**src/rtl/count_ctrl_if.sv**
```systemverilog
// Control/status bundle between test/control logic and the count_ctrl sequencer.
// The dir signal exists only when COUNT_CTRL_DOWN_EN is defined.
interface count_ctrl_if #(
    parameter int WIDTH = 4
);
    logic             start;
    logic             stop;
    logic             load;
    logic [WIDTH-1:0] load_val;
    logic [WIDTH-1:0] limit;
    logic             auto_reload;
    logic             tick_en;
`ifdef COUNT_CTRL_DOWN_EN
    logic             dir;
`endif
    logic [WIDTH-1:0] count;
    logic             tc;
    logic             busy;
    logic             done;

    modport master (
        output start, stop, load, load_val, limit, auto_reload, tick_en,
`ifdef COUNT_CTRL_DOWN_EN
        output dir,
`endif
        input  count, tc, busy, done
    );

    modport slave (
        input  start, stop, load, load_val, limit, auto_reload, tick_en,
`ifdef COUNT_CTRL_DOWN_EN
        input  dir,
`endif
        output count, tc, busy, done
    );
endinterface

```
**src/rtl/count_ctrl.sv**
```systemverilog
// Start/pause/load/stop sequencer for a WIDTH-bit counter with terminal-count detect; down-count via COUNT_CTRL_DOWN_EN.
// Latency: every output is registered, one clock from command/tick to visible effect.
// Backpressure: none; commands and ticks are sampled every cycle (stop > load > start).
module count_ctrl #(
    parameter int WIDTH = 4
) (
    input  logic         clk,
    input  logic         rst,
    count_ctrl_if.slave  bus
);
    typedef enum logic [1:0] {
        ST_IDLE = 2'd0,
        ST_RUN  = 2'd1,
        ST_HOLD = 2'd2,
        ST_DONE = 2'd3
    } state_t;

    state_t           state_q, state_d;
    logic [WIDTH-1:0] count_q, count_d;
    logic             tc_q, tc_d;
    logic             busy_q, busy_d;
    logic             done_q, done_d;

    logic             terminal;
    logic [WIDTH-1:0] next_count;
    logic [WIDTH-1:0] base_val;

    // Direction picks the terminal value, step direction and the reload/start value.
`ifdef COUNT_CTRL_DOWN_EN
    always_comb begin
        terminal   = bus.dir ? (count_q == '0) : (count_q == bus.limit);
        next_count = bus.dir ? (count_q - 1'b1) : (count_q + 1'b1);
        base_val   = bus.dir ? bus.limit : '0;
    end
`else
    always_comb begin
        terminal   = (count_q == bus.limit);
        next_count = count_q + 1'b1;
        base_val   = '0;
    end
`endif

    always_comb begin
        state_d = state_q;
        count_d = count_q;
        tc_d    = 1'b0;
        unique case (state_q)
            ST_IDLE: begin
                if (bus.stop) begin
                    state_d = ST_IDLE;
                end else if (bus.load) begin
                    count_d = bus.load_val;
                end else if (bus.start) begin
                    state_d = ST_RUN;
                    count_d = base_val;
                end
            end
            ST_RUN: begin
                if (bus.stop) begin
                    state_d = ST_HOLD;
                end else if (bus.load) begin
                    count_d = bus.load_val;
                end else if (bus.tick_en) begin
                    if (terminal) begin
                        tc_d = 1'b1;
                        if (bus.auto_reload) count_d = base_val;
                        else                 state_d = ST_DONE;
                    end else begin
                        count_d = next_count;
                    end
                end
            end
            ST_HOLD: begin
                if (bus.stop) begin
                    state_d = ST_IDLE;
                    count_d = '0;
                end else if (bus.load) begin
                    count_d = bus.load_val;
                end else if (bus.start) begin
                    state_d = ST_RUN;
                end
            end
            ST_DONE: begin
                if (bus.stop) begin
                    state_d = ST_IDLE;
                    count_d = '0;
                end else if (bus.load) begin
                    state_d = ST_HOLD;
                    count_d = bus.load_val;
                end else if (bus.start) begin
                    state_d = ST_RUN;
                    count_d = base_val;
                end
            end
            default: state_d = ST_IDLE;
        endcase
        // Status flags track the next state so they change on the same edge as tc.
        busy_d = (state_d == ST_RUN) || (state_d == ST_HOLD);
        done_d = (state_d == ST_DONE);
    end

    always_ff @(posedge clk or posedge rst) begin
        if (rst) begin
            state_q <= ST_IDLE;
            count_q <= '0;
            tc_q    <= 1'b0;
            busy_q  <= 1'b0;
            done_q  <= 1'b0;
        end else begin
            state_q <= state_d;
            count_q <= count_d;
            tc_q    <= tc_d;
            busy_q  <= busy_d;
            done_q  <= done_d;
        end
    end

    assign bus.count = count_q;
    assign bus.tc    = tc_q;
    assign bus.busy  = busy_q;
    assign bus.done  = done_q;
endmodule

```
**src/flat_wrapper.sv**
```systemverilog
// flat-port wrapper written by rule: the top's interface ports become plain ports
module count_ctrl_flat 
#(
    parameter int WIDTH = 4
)
  (clk, rst, bus_start, bus_stop, bus_load, bus_load_val, bus_limit, bus_auto_reload, bus_tick_en, bus_count, bus_tc, bus_busy, bus_done);
  count_ctrl_if #(.WIDTH(WIDTH)) bus_i ();
  input  logic clk;
  input  logic rst;
  input wire logic [$bits(bus_i.start)-1:0] bus_start;
  input wire logic [$bits(bus_i.stop)-1:0] bus_stop;
  input wire logic [$bits(bus_i.load)-1:0] bus_load;
  input wire logic [$bits(bus_i.load_val)-1:0] bus_load_val;
  input wire logic [$bits(bus_i.limit)-1:0] bus_limit;
  input wire logic [$bits(bus_i.auto_reload)-1:0] bus_auto_reload;
  input wire logic [$bits(bus_i.tick_en)-1:0] bus_tick_en;
  output wire logic [$bits(bus_i.count)-1:0] bus_count;
  output wire logic [$bits(bus_i.tc)-1:0] bus_tc;
  output wire logic [$bits(bus_i.busy)-1:0] bus_busy;
  output wire logic [$bits(bus_i.done)-1:0] bus_done;
  assign bus_i.start = bus_start;
  assign bus_i.stop = bus_stop;
  assign bus_i.load = bus_load;
  assign bus_i.load_val = bus_load_val;
  assign bus_i.limit = bus_limit;
  assign bus_i.auto_reload = bus_auto_reload;
  assign bus_i.tick_en = bus_tick_en;
  assign bus_count = bus_i.count;
  assign bus_tc = bus_i.tc;
  assign bus_busy = bus_i.busy;
  assign bus_done = bus_i.done;
  count_ctrl #(.WIDTH(WIDTH)) u_core (.clk(clk), .rst(rst), .bus(bus_i));
endmodule
```
**config.mk**
```make
export PLATFORM = sky130hd
export DESIGN_NAME = count_ctrl_flat
export DESIGN_NICKNAME = d
export VERILOG_FILES = /design/src/rtl/count_ctrl_if.sv /design/src/rtl/count_ctrl.sv /design/src/flat_wrapper.sv
export SDC_FILE = /design/constraint.sdc
export NUM_CORES = 1
export LEC_CHECK = 0
export CAP_MARGIN = 20
export CELL_PAD_IN_SITES_DETAIL_PLACEMENT = 0
export CELL_PAD_IN_SITES_GLOBAL_PLACEMENT = 1
export CORE_MARGIN = 10
export CORE_UTILIZATION = 33
export DETAILED_ROUTE_END_ITERATION = 10
export PLACE_DENSITY_LB_ADDON = 0.12
export SYNTH_ARGS = -nofsm -noshare
export SYNTH_HDL_FRONTEND = slang
export SYNTH_SLANG_ARGS = --single-unit
```
**constraint.sdc**
```tcl
create_clock -name clk -period 2.4 [get_ports clk]
set_input_delay 0.24 -clock clk [delete_from_list [all_inputs] [get_ports clk]]
set_output_delay 0.24 -clock clk [all_outputs]
set_load 0.02 [all_outputs]
```
Word-level counts from Yosys, hierarchy flattened:

Index checks and enable logic that the tools add are counted.

* register bits after elaboration: 9
* input port bits: 15

* $add $sub $neg: 1
* equal/unequal tests: 12
* muxes and demuxes: 28
* reduce and logical (&&, ||, !) cells: 4

Operators with widths (count)
* two-way mux 4 bit: 11
* two-way mux 2 bit: 10
* one-hot mux 4 bit (4 select lines): 1
* == test 2 bit (second input constant): 4
* inequality test 3 bit (second input constant): 2
* one-hot mux 2 bit (3 select lines): 1
* two-way mux 1 bit: 5
* AND reduction 5 bit: 1
* adder 4 x 1 -> 4 bit (second input constant): 1
* == test 2 x 1 -> 1 bit (second input constant): 2
* == test 4 bit: 1
* inequality test 2 bit (second input constant): 2
* inequality test 4 bit (second input constant): 1
* zero test 2 bit: 1
* OR reduction 2 bit: 1
* logical OR 1 bit: 1

Longest topological paths before layout:

* depth in word-level cells: 8
* gate-level depth with buffers: 7
* depth with buffers taken out: 5

Worst setup path before layout:

Ideal clock, no wire load.

* kind: reg-to-reg
* from: reg u_core.count_q[0], in the netlist u_core.bus.count[0]
* to: reg u_core.busy_q, in the netlist u_core.bus.busy
* setup time: 0.126 ns
* arrival time: 1.727 ns
* required time: 2.274 ns
* setup slack: 0.547 ns
* stages on the path, launching flop included: 6
* buffers on the path: 0
* path through: dfrtp_1 xor2_1 nor4_4 a41oi_1 o32ai_1 ha_1

* cells in the longest elaborated chain, start to end: 8

Ends and longest elaborated chain
* start, declared: RTL line count_ctrl.sv:19 `logic [WIDTH-1:0] count_q, count_d;`
* start signal, assigned: RTL line count_ctrl.sv:111 `count_q <= count_d;`
* == test 4 bit (*): RTL line count_ctrl.sv:37 `terminal = (count_q == bus.limit);`
* two-way mux 2 bit (*): RTL line count_ctrl.sv:64 `if (terminal) begin`
* two-way mux 2 bit (*): RTL line count_ctrl.sv:63 `end else if (bus.tick_en) begin`
* two-way mux 2 bit (*): RTL line count_ctrl.sv:61 `end else if (bus.load) begin`
* two-way mux 2 bit (*): RTL line count_ctrl.sv:59 `if (bus.stop) begin`
* one-hot mux 2 bit (3 select lines) (*): RTL line count_ctrl.sv:47 `unique case (state_q)`
* net u_core.state_d[1]: RTL line count_ctrl.sv:18 `state_t state_q, state_d;`
* == test 2 x 1 -> 1 bit / == test 2 bit (equally long branches): RTL line count_ctrl.sv:98 `busy_d = (state_d == ST_RUN) || (state_d == ST_HOLD);`
* logical OR 1 bit (*): RTL line count_ctrl.sv:98
* net u_core.busy_d: RTL line count_ctrl.sv:21 `logic busy_q, busy_d;`
* end signal, assigned: RTL line count_ctrl.sv:113 `busy_q <= busy_d;`
* end, declared: RTL line count_ctrl.sv:21

The timed path passes the listed nets; every way through them passes the cells marked *.
A chain may end at the register's enable or synchronous reset.

Worst setup path in the final report:

* from: in bus_load
* to: reg u_core.count_q[2], in the netlist u_core.bus.count[2]

* cells in the longest elaborated chain, start to end: 3

Ends and longest elaborated chain
* start, declared: RTL line flat_wrapper.sv:12 `input wire logic [$bits(bus_i.load)-1:0] bus_load;`
* two-way mux 4 bit, on equally long branches: RTL line count_ctrl.sv:87, count_ctrl.sv:61
* two-way mux 4 bit, on equally long branches: RTL line count_ctrl.sv:84, count_ctrl.sv:49, count_ctrl.sv:59
* one-hot mux 4 bit (4 select lines): RTL line count_ctrl.sv:47

Parallel ways exist; a longest one is shown, timed or not. The select of a mux whose other input is x is not followed.

==> flow_summary.yaml <==
status:
  run_status: "finished, final reports clean"
floorplan:
  core_um2: 2190
  io_pins: 22
  rows: 17
  dieWidth_um: 67.6
  start_util: 0.342
  fp.dieH_um: 67.6
  dieArea_um2: 4570
route:
  routed_wl_mm: 2.10
  vias_per_cell: 5.50
  drt_iter0_drc: 25
  vias: 759
  route.detailed.drc: 0
  ant_nets: 0
  post_drt_wl_per_cell_um: 15.2
  first_pass_iters: 4
yosys:
  synth.net_count: 104
  ys.flop_type: "dfrtp_1"
  ys_ff_latch: 9
  synth_simple_gate_area_frac: 0.224
  synthAdderAreaFrac: 0.0334
  synth-compound-area-share: 0.303
  async_flop_share: 1.00
  syn-mean-instance-area_um2: 8.60
  syn_area_um2: 748
  synth_top_area_frac: 0.301
  ys_top_cells_by_area: "dfrtp_1, a21oi_1, xor2_1"
  synth_xor_area_frac: 0.0686
  yosysTopAreaCell: "dfrtp_1"
  synth_edf_count: 0
  synth_most_common_cell: "dfrtp_1"
  synthCells: 87
  synth_cell_types: 32
  synthTopCellsByCount: "dfrtp_1, a21oi_1, nand2_1, inv_1, nor2_1"
  seq_area_frac_synth: 0.301
  synth_top_family_by_area: "compound AO/OA/AOI/OAI gates"
  synth.area.mux_share: 0
  yosys_warnings: 0
worst_hold_path:
  min_path_type: "in2async"
cells_and_area:
  area_growth_pct: 36.0
  multiInputGateArea_um2: 470
  post-route-util: 0.464
  insertedDiodeCount: 0
  fillerInstances: 222
  regArea_um2: 225
  design_area_um2: 1020
  final_nets: 128
  drive_above_1_share: 0.109
critical_path:
  required_ns: 2.56
  critPathMaxFanout: 14
  cp.arrival_ns: 2.01
  path_class: "in2reg"
  end_kind: "flip-flop"
  startpoint_type: "input pin"
clocking:
  hold_buffers: 0
  clkSinkCount: 9
  htreeDepth: 1
  clk_latency_ns: 0.26
  ctsResizeCount: 0
  cts.clk_slew.worst_paths_ns: 0.07
  numCtsBuffers: 3
  clock_path_buffers: 2
  clock-root-buffer: "clkbuf_4"
  cts_tree: "built"
  postCtsSetupBuffers: 0
pwr:
  power.total_uw: 594
  seqPwrFrac: 0.368
  clkPwrFrac: 0.203
  p_int_uw: 362
  irDropWorstVdd_v: 0.000195
  power.switching_uw: 232
  p_per_area_nw_per_um2: 584
  p_sw_frac: 0.391
  p_leak_nw: 0.407
  comb_power_share: 0.428
place:
  dpl-instance-area_um2: 990
  gp_congestion: 0.866
  dp_slack_ns: 0.316
  dp_hpwl_mm: 1.61
  portBuffers: 21
sta:
  skew_ns: 0.000668
  slew_headroom: 0.679
  fmax_ghz: 0.540
  hold_viol_final: 0
  drv_slew: 0
  fin_crit_sh: 0.771
  finalWorstSetupSlack_ns: 0.550
  setup_viol: 0
  finalSetupTns_ns: 0
  fin_crit_ns: 1.85
  max_slew.worst_pin.slew_ns: 0.480
  rsz0062_at_grt: "no"
global_route:
  antenna_found_initial: 0
  grt_max_degree: 15
  overflow: 0
  gr-usage-all-layers: 0.0987
  grt_pass1_vias: 775
  grt_pass1_wl_mm: 3.53
run:
  max-cap-violations: 0
[metal layers]
layer / part of all wire / track usage / vias to the layer above
li1: - / - / 370
met1: 0.43 / 0.118 / 358
met2: 0.46 / 0.146 / 29
met3: 0.089 / 0.0314 / 2
met4: 0.016 / 0.0692 / 0
met5: 0 / 0 / -
[stage by stage]
step,hold slack (ns),instances
final,0.242,138
after detailed placement,0.542,134
after CTS,0.249,138
after global routing,0.286,138
after floorplan,0.0679,87
after global placement,0.534,134
[placed cells by master (no fill, tap or decap), types with 3 or more instances in the layout]
cell type | synthesis | layout
nand3_1 | 4 | 4
clkdlybuf4s50_1 | 0 | 21
a31oi_1 | 3 | 3
nor2_1 | 6 | 6
buf_4 | 1 | 3
inv_1 | 7 | 7
nand2b_1 | 4 | 4
nand2_1 | 8 | 8
dfrtp_1 | 9 | 9
clkbuf_4 | 0 | 3
xor2_1 | 4 | 4
a21oi_1 | 8 | 8
[cells by family (layout without fill, tap and decap cells)]
logic type / count (synthesis) / after routing
XOR/XNOR: 5 / 5
AO/OA/AOI/OAI: 30 / 30
AND/OR/NAND/NOR: 29 / 29
buffers and inverters: 12 / 35
flip-flops: 9 / 9
adder cells (fa/ha/maj): 2 / 2
[worst max-delay path, cell delays in order]
cell	delay, ns
clkdlybuf4s50_1	0.77
inv_1	0.19
a21oi_1	0.23
a211oi_1	0.13
o41a_1	0.32
o32ai_1	0.14
[final timing paths]
| kind | startpoint | to | slack, ns | depth (start not counted) |
|---|---|---|---|---|
| max | bus_load | u_core.bus.count[2] | 0.55 | 6 |
| max in group asynchronous | rst | u_core.bus.count[0] | 1.90 | 2 |
| min reg2reg | u_core.bus.count[0] | u_core.bus.count[0] | 0.66 | 1 |
| max reg2reg | u_core.state_q[0] | u_core.bus.count[2] | 0.56 | 5 |
| min in group clk | bus_tick_en | u_core.bus.tc | 0.63 | 3 |
| min | rst | u_core.bus.done | 0.24 | 2 |
[layout make-up]
type                       instances  area share
tap                               28      0.0344
inverter                           7      0.0258
timing repair buffer              24       0.229
clock inverter                     1     0.00492
clock buffer                       3      0.0221
sequential                         9       0.221
multi-input combinational         66       0.462
[sequential cells by signal (all words and copies together) (netlist names)]
signal,cells
u_core.bus.tc,1
u_core.bus.done,1
u_core.bus.busy,1
u_core.bus.count,4
u_core.state_q,2
[power groups by stage]
stage          Combinational [mW]  Clock [mW]  Sequential, mW
2_1_floorplan               0.138           0           0.231
3_3_place_gp                0.256           0           0.221
3_5_place_dp                0.256           0           0.222
4_1_cts                     0.257       0.127           0.220
5_1_grt                     0.278       0.137           0.226
6_report                    0.254       0.121           0.219
Note: power is estimated with default switching activity, not from simulation.
